## src/rtl/saber_pkg.sv

```systemverilog
// saber_pkg: shared polynomial sizes, coefficient widths, words per polynomial and FSM encoding
package saber_pkg;
   localparam int N       = 256;
   localparam int Q_BITS  = 13;
   localparam int P_BITS  = 10;
   localparam int WORDS_Q = N * Q_BITS / 64;
   localparam int WORDS_P = N * P_BITS / 64;
   localparam logic [1:0] ST_IDLE = 2'd0;
   localparam logic [1:0] ST_RUN  = 2'd1;
   localparam logic [1:0] ST_DONE = 2'd2;
endpackage

```

## src/rtl/poly_result_packer_if.sv

```systemverilog
// poly_result_packer_if: coefficient input stream, packed word output stream and run status
interface poly_result_packer_if;
   logic        start;
   logic [63:0] coeff4x_in;
   logic        in_valid;
   logic        in_ready;
   logic [63:0] out_data;
   logic [5:0]  out_addr;
   logic        out_valid;
   logic        out_ready;
   logic        busy;
   logic        done;
   modport slave (input start, coeff4x_in, in_valid, out_ready,
                  output in_ready, out_data, out_addr, out_valid, busy, done);
   modport master (output start, coeff4x_in, in_valid, out_ready,
                   input in_ready, out_data, out_addr, out_valid, busy, done);
endinterface

```

## src/rtl/poly_result_packer_bitbuf.sv

```systemverilog
// pack_bitbuf: bit buffer that appends four CW-bit coefficients at the fill point and pops 64-bit words
module pack_bitbuf #(
   parameter int CW = 13
) (
   input  logic        clk,
   input  logic        rst,
   input  logic        i_clr,
   input  logic        i_push,
   input  logic [63:0] i_coeff,
   input  logic        i_pop,
   output logic [63:0] o_word,
   output logic [6:0]  o_fill
);
   localparam int W = 64 + 4 * CW - 1;
   logic [W-1:0]    r_buf;
   logic [6:0]      r_fill;
   logic [4*CW-1:0] w_lanes;
   logic [W-1:0]    w_app;
   for (genvar k = 0; k < 4; k++) begin : g_lane
      assign w_lanes[k*CW +: CW] = CW'(i_coeff[16*k +: 16]);
   end
   assign w_app  = {{(W-4*CW){1'b0}}, w_lanes} << r_fill;
   assign o_word = r_buf[63:0];
   assign o_fill = r_fill;
   // append at the fill point on push, drop the low word on pop; the two never coincide
   always_ff @(posedge clk) begin
      if (!rst || i_clr) begin
         r_buf  <= '0;
         r_fill <= '0;
      end else if (i_push) begin
         r_buf  <= r_buf | w_app;
         r_fill <= r_fill + 7'(4 * CW);
      end else if (i_pop) begin
         r_buf  <= r_buf >> 64;
         r_fill <= r_fill - 7'd64;
      end
   end
endmodule

```

## src/rtl/poly_result_packer.sv

```systemverilog
// poly_result_packer: packs 256 coefficients into CW-bit fields of 64-bit words; PACKER_MODP_EN selects CW=10
module poly_result_packer
   import saber_pkg::*;
(
   input  logic                clk,
   input  logic                rst,
   poly_result_packer_if.slave bus
);
`ifdef PACKER_MODP_EN
   localparam int CW    = P_BITS;
   localparam int WORDS = WORDS_P;
`else
   localparam int CW    = Q_BITS;
   localparam int WORDS = WORDS_Q;
`endif
   logic [1:0]  r_state;
   logic [1:0]  w_next;
   logic [6:0]  r_beats;
   logic [5:0]  r_addr;
   logic [6:0]  w_fill;
   logic [63:0] w_word;
   logic        w_push;
   logic        w_pop;
   logic        w_last;
   assign bus.in_ready  = r_state == ST_RUN && w_fill < 7'd64 && r_beats < 7'd64;
   assign bus.out_valid = r_state == ST_RUN && w_fill >= 7'd64;
   assign bus.out_data  = w_word;
   assign bus.out_addr  = r_addr;
   assign bus.busy      = r_state != ST_IDLE;
   assign bus.done      = r_state == ST_DONE;
   assign w_push = bus.in_ready && bus.in_valid;
   assign w_pop  = bus.out_valid && bus.out_ready;
   assign w_last = w_pop && r_addr == 6'(WORDS - 1);
   // next state: start only honoured in IDLE, DONE lasts a single cycle
   always_comb begin
      w_next = r_state == ST_IDLE ? (bus.start ? ST_RUN : ST_IDLE) :
               r_state == ST_RUN  ? (w_last ? ST_DONE : ST_RUN) : ST_IDLE;
   end
   // state register
   always_ff @(posedge clk) begin
      r_state <= !rst ? ST_IDLE : w_next;
   end
   // beat and word counters live only while running, so every run starts from address 0
   always_ff @(posedge clk) begin
      if (!rst || r_state != ST_RUN) begin
         r_beats <= '0;
         r_addr  <= '0;
      end else begin
         if (w_push) r_beats <= r_beats + 7'd1;
         if (w_pop)  r_addr  <= r_addr + 6'd1;
      end
   end
   pack_bitbuf #(.CW(CW)) u_bitbuf (
      .clk    (clk),
      .rst    (rst),
      .i_clr  (r_state != ST_RUN),
      .i_push (w_push),
      .i_coeff(bus.coeff4x_in),
      .i_pop  (w_pop),
      .o_word (w_word),
      .o_fill (w_fill)
   );
endmodule

```

## src/flat_wrapper.sv

```systemverilog
// flat-port wrapper written by rule: the top's interface ports become plain ports
module poly_result_packer_flat import saber_pkg::*;
  (clk, rst, bus_start, bus_coeff4x_in, bus_in_valid, bus_out_ready, bus_in_ready, bus_out_data, bus_out_addr, bus_out_valid, bus_busy, bus_done);
  poly_result_packer_if bus_i ();
  input  logic clk;
  input  logic rst;
  input wire logic [$bits(bus_i.start)-1:0] bus_start;
  input wire logic [$bits(bus_i.coeff4x_in)-1:0] bus_coeff4x_in;
  input wire logic [$bits(bus_i.in_valid)-1:0] bus_in_valid;
  input wire logic [$bits(bus_i.out_ready)-1:0] bus_out_ready;
  output wire logic [$bits(bus_i.in_ready)-1:0] bus_in_ready;
  output wire logic [$bits(bus_i.out_data)-1:0] bus_out_data;
  output wire logic [$bits(bus_i.out_addr)-1:0] bus_out_addr;
  output wire logic [$bits(bus_i.out_valid)-1:0] bus_out_valid;
  output wire logic [$bits(bus_i.busy)-1:0] bus_busy;
  output wire logic [$bits(bus_i.done)-1:0] bus_done;
  assign bus_i.start = bus_start;
  assign bus_i.coeff4x_in = bus_coeff4x_in;
  assign bus_i.in_valid = bus_in_valid;
  assign bus_i.out_ready = bus_out_ready;
  assign bus_in_ready = bus_i.in_ready;
  assign bus_out_data = bus_i.out_data;
  assign bus_out_addr = bus_i.out_addr;
  assign bus_out_valid = bus_i.out_valid;
  assign bus_busy = bus_i.busy;
  assign bus_done = bus_i.done;
  poly_result_packer u_core (.clk(clk), .rst(rst), .bus(bus_i));
endmodule
```

## config.mk

```make
export PLATFORM = sky130hd
export DESIGN_NAME = poly_result_packer_flat
export DESIGN_NICKNAME = d
export VERILOG_FILES = /design/src/rtl/saber_pkg.sv /design/src/rtl/poly_result_packer_if.sv /design/src/rtl/poly_result_packer_bitbuf.sv /design/src/rtl/poly_result_packer.sv /design/src/flat_wrapper.sv
export SDC_FILE = /design/constraint.sdc
export NUM_CORES = 1
export LEC_CHECK = 0
export CORE_UTILIZATION = 35
export DETAILED_ROUTE_END_ITERATION = 10
export PLACE_DENSITY_LB_ADDON = 0.05
export SLEW_MARGIN = 30
export SYNTH_ARGS = -nofsm -noshare
export SYNTH_HDL_FRONTEND = slang
export SYNTH_SLANG_ARGS = --single-unit
export TNS_END_PERCENT = 50
```

## constraint.sdc

```tcl
create_clock -name clk -period 3.2 [get_ports clk]
set_input_delay 0.48 -clock clk [delete_from_list [all_inputs] [get_ports clk]]
set_output_delay 0.48 -clock clk [all_outputs]
set_load 0.05 [all_outputs]
```

==> PnR_summary.wiki <==
{| class="wikitable"
! Metric !! Value
|-
| CP Capture Type || output pin
|-
| Share of Yosys cell area claimed by the top area cell type || 33.0%
|-
| TritonCTS clock tree || built
|-
| Slowest stage cell, crit path || sky130_fd_sc_hd__clkdlybuf4s50_1
|-
| Postcts setup bufs || 0
|-
| Mean instance size in the synthesized netlist || 8.37 µm²
|-
| Number of vias per cell after detailed routing || 5.57
|-
| Final count of hold timing violations || 0
|-
| Internal power of the cells || 3270 µW
|-
| Global-route wire length before repair || 46.5 mm
|-
| Worst setup startpoint || u_core.u_bitbuf.o_fill[6]
|-
| Post-synth EDFFs || 0
|-
| Port-buffer cells || 130
|-
| Area added between synthesis and finish || 22.7%
|-
| Cells taking the most area after synthesis || sky130_fd_sc_hd__dfxtp_1 33%, sky130_fd_sc_hd__mux2i_1 7.1%, sky130_fd_sc_hd__mux2_2 6.9%, sky130_fd_sc_hd__buf_4 6.2%, sky130_fd_sc_hd__nand2_1 6.1%
|-
| Share of the clock period used by the worst path || 91.3%
|-
| Cts-stage hold buffer count || 0
|-
| Total setup violations reported at the end of the flow || 0
|-
| Slowest Stage Delay on Critical Path || 0.81 ns
|-
| Maximum resistive drop on vdd || 309 µV
|-
| Total clock buffers created by CTS || 17
|-
| Highest Clock Rate || 0.342 GHz
|-
| Wire length per cell || 22.7 µm
|-
| Slew headroom || 34.5%
|-
| Worst path arrival time || 2.44 ns
|-
| Sort of element at the start of the critical path || flip-flop
|-
| H-tree levels || 4
|-
| Register clock-pin slew on the reported worst setup and hold paths || 0.07 ns
|-
| Flip-flop and latch area || 2710 µm²
|-
| Leakage power || 0.00344 µW
|-
| Placer congestion estimate || 0.902
|-
| Reg power frac || 38.2%
|-
| Skew-Pair Late Insertion Delay || 0.43 ns
|-
| GRT Overall Usage || 26.2%
|-
| Net Count, Synth || 1051
|-
| Critical path type || reg -> out
|-
| Total length of routed wires || 30.8 mm
|-
| Highest fanout seen on the critical path || 10
|-
| Largest net degree at the start of global routing || 82
|-
| Number of optimization iterations in the first detailed-route pass || 5
|-
| Warnings from Yosys || 0
|-
| Main flop type after synthesis || sky130_fd_sc_hd__dfxtp_1
|-
| Initial antenna violation count || 0
|-
| Post-cts repair resize count || 0
|-
| Worst endpoint required time || 2.72 ns
|-
| Series of cell instances along the critical path || or4b_4, inv_2, clkdlybuf4s50_1
|-
| Sequential element share of the synthesized area || 33.0%
|-
| Outcome || finished clean
|-
| Starting utilization of the core area || 36.0%
|-
| Die outline area || 24000 µm²
|-
| Worst min path class || reg -> reg
|-
| Max-cap violations || 0
|-
| Worst flop-to-flop path startpoint || u_core.u_bitbuf.o_fill[4]
|-
| Cell types with the highest counts after synthesis || 135 x sky130_fd_sc_hd__dfxtp_1, 133 x sky130_fd_sc_hd__nand2_1, 87 x sky130_fd_sc_hd__o21ai_0
|-
| Fraction of power spent switching nets || 27.1%
|-
| Width of the die || 155 µm
|-
| Fin Setup TNS || 0 ns
|-
| Count of different cell masters after synthesis || 64
|-
| Worst Max-Slew Pin Slew || 0.978 ns
|-
| Number of antenna diodes || 0
|-
| Synth area leader || sky130_fd_sc_hd__dfxtp_1
|-
| Clock tree skew after final layout || 0.00963 ns
|-
| Most instantiated library cell after synthesis || sky130_fd_sc_hd__dfxtp_1
|-
| Final-report max-slew violation count || 0
|-
| PD cells || 446 nW/µm²
|-
| Clk network pwr share || 49.7%
|-
| Area occupied by multi-input gates || 4650 µm²
|-
| Core Region || 22800 µm²
|-
| # rows || 55
|-
| Via total after detailed routing || 7563
|-
| Part of the power in combinational logic || 12.1%
|-
| Detailed placer's ending HPWL || 22.1 mm
|-
| Flop and latch count out of synthesis || 135
|-
| # IOs || 143
|-
| Number of filler instances in the final layout || 2331
|-
| Initial DRC count || 642
|-
| Antenna-violating nets left || 0
|-
| HP Start || u_core.u_bitbuf.r_buf[68]
|-
| Via count of the first global-routing pass || 7224
|-
| Die extent in y || 155 µm
|-
| Syn Inst Count || 979
|-
| Share of final-layout standard cells stronger than drive strength 1 || 14.8%
|-
| RSZ-0062 raised after global routing || no
|-
| Maximum buffer depth of the clock tree || 2
|-
| Share of synthesized flip-flops with an asynchronous set or reset || 0%
|-
| Power dissipated by switching net loads || 1210 µW
|-
| CTS Sinks || 135
|-
| Util after Layout || 44.1%
|-
| Final net count || 1104
|-
| Master cell of the clock root buffer || sky130_fd_sc_hd__clkbuf_16
|-
| Netlist area before placement || 8190 µm²
|-
| Min Tclk post-route || 2.92 ns
|-
| Total overflow reported by the global router || 0
|-
| Post-route DRC violation count || 0
|}
[routing by layer]
metal | up-vias | global-route usage (%) | wire length (µm)
met2 | 256 | 40.2 | 13600
met1 | 3637 | 36.8 | 14700
met5 | - | 0 | 0
met3 | 41 | 4.07 | 1490
li1 | 3629 | - | -
met4 | 0 | 9.76 | 952
[cells by family (layout without fill, tap and decap cells)]
logic type / count (synthesis) / after routing / synth area share (%)
muxes: 119 / 119 / 17.0
AOI/OAI and AO/OA: 299 / 299 / 22.9
adders and majority gates: 3 / 3 / 0.458
and+or+nand+nor: 263 / 263 / 15.1
DFF: 135 / 135 / 33.0
xor gates and xnor gates: 12 / 12 / 1.28
buffers and inverters: 148 / 213 / 10.3
[state kept, by name (all words and copies together) (netlist names)]
name,cells
u_core.r_state,2
u_core.r_beats,7
u_core.u_bitbuf.r_buf,115
u_core.bus.out_addr,6
u_core.u_bitbuf.o_fill,5
[power by group through the flow]
| stage | registers, µW | clock network, µW | logic [µW] |
|---|---|---|---|
| 2_1_floorplan | 1730 | 0 | 308 |
| 3_3_place_gp | 1750 | 0 | 535 |
| 3_5_place_dp | 1750 | 0 | 534 |
| 4_1_cts | 1710 | 2250 | 536 |
| 5_1_grt | 1710 | 2320 | 575 |
| 6_report | 1710 | 2230 | 542 |
[worst max-delay path, delay by kind of cell, from the launching register on]
kind	cells	cell delay [ns]
flops	1	0.43
buf+inv	2	0.94
simple gates	1	0.64
[cell type report]
cell class	count	area share (%)
flip-flops and latches	135	27.0
clock inverters	12	1.88
inverters	10	0.373
clock buffers	19	4.52
repair buffers	172	16.1
well taps	313	3.90
multi-input cells	696	46.3
[through the flow]
stage	instance area (µm²)	std cells	setup WS (ns)	hold WS, ns	total power [µW]
final	10100	1357	0.278	0.441	4480
after global routing	10100	1357	0.220	0.460	4610
after CTS	10100	1357	0.270	0.444	4500
after detailed placement	9410	1326	0.573	0.433	2280
after global placement	9410	1326	0.593	0.426	2280
after floorplan	8190	979	1.06	0.410	2040
[final timing paths]
path / endpoint / slack, ns / depth (start not counted)
worst max-delay path: bus_in_ready / 0.28 / 3
worst min-delay path: u_core.u_bitbuf.r_buf[68] / 0.44 / 2
worst max register to register: u_core.u_bitbuf.r_buf[50] / 0.52 / 6
worst min register to register: u_core.u_bitbuf.r_buf[68] / 0.44 / 2
[placed cells by master, fill, tap and decap left out, drive strengths merged, types with 8 or more instances in the layout]
| master | Yosys | layout |
|---|---|---|
| buf | 98 | 42 |
| mux2i | 58 | 58 |
| nor2 | 56 | 56 |
| a21oi | 67 | 67 |
| o21ai | 88 | 88 |
| o22ai | 26 | 26 |
| clkbuf | 40 | 19 |
| xor2 | 8 | 8 |
| mux4 | 11 | 11 |
| nand2 | 134 | 134 |
| nor3 | 16 | 16 |
| clkdlybuf4s50 | 0 | 130 |
| a22oi | 23 | 23 |
| a211oi | 17 | 17 |
| inv | 9 | 14 |
| a31oi | 18 | 18 |
| a22o | 12 | 12 |
| dfxtp | 135 | 135 |
| nand2b | 10 | 10 |
| a221oi | 15 | 15 |
| mux2 | 50 | 50 |
No activity file was read; power rests on OpenSTA's default activity.
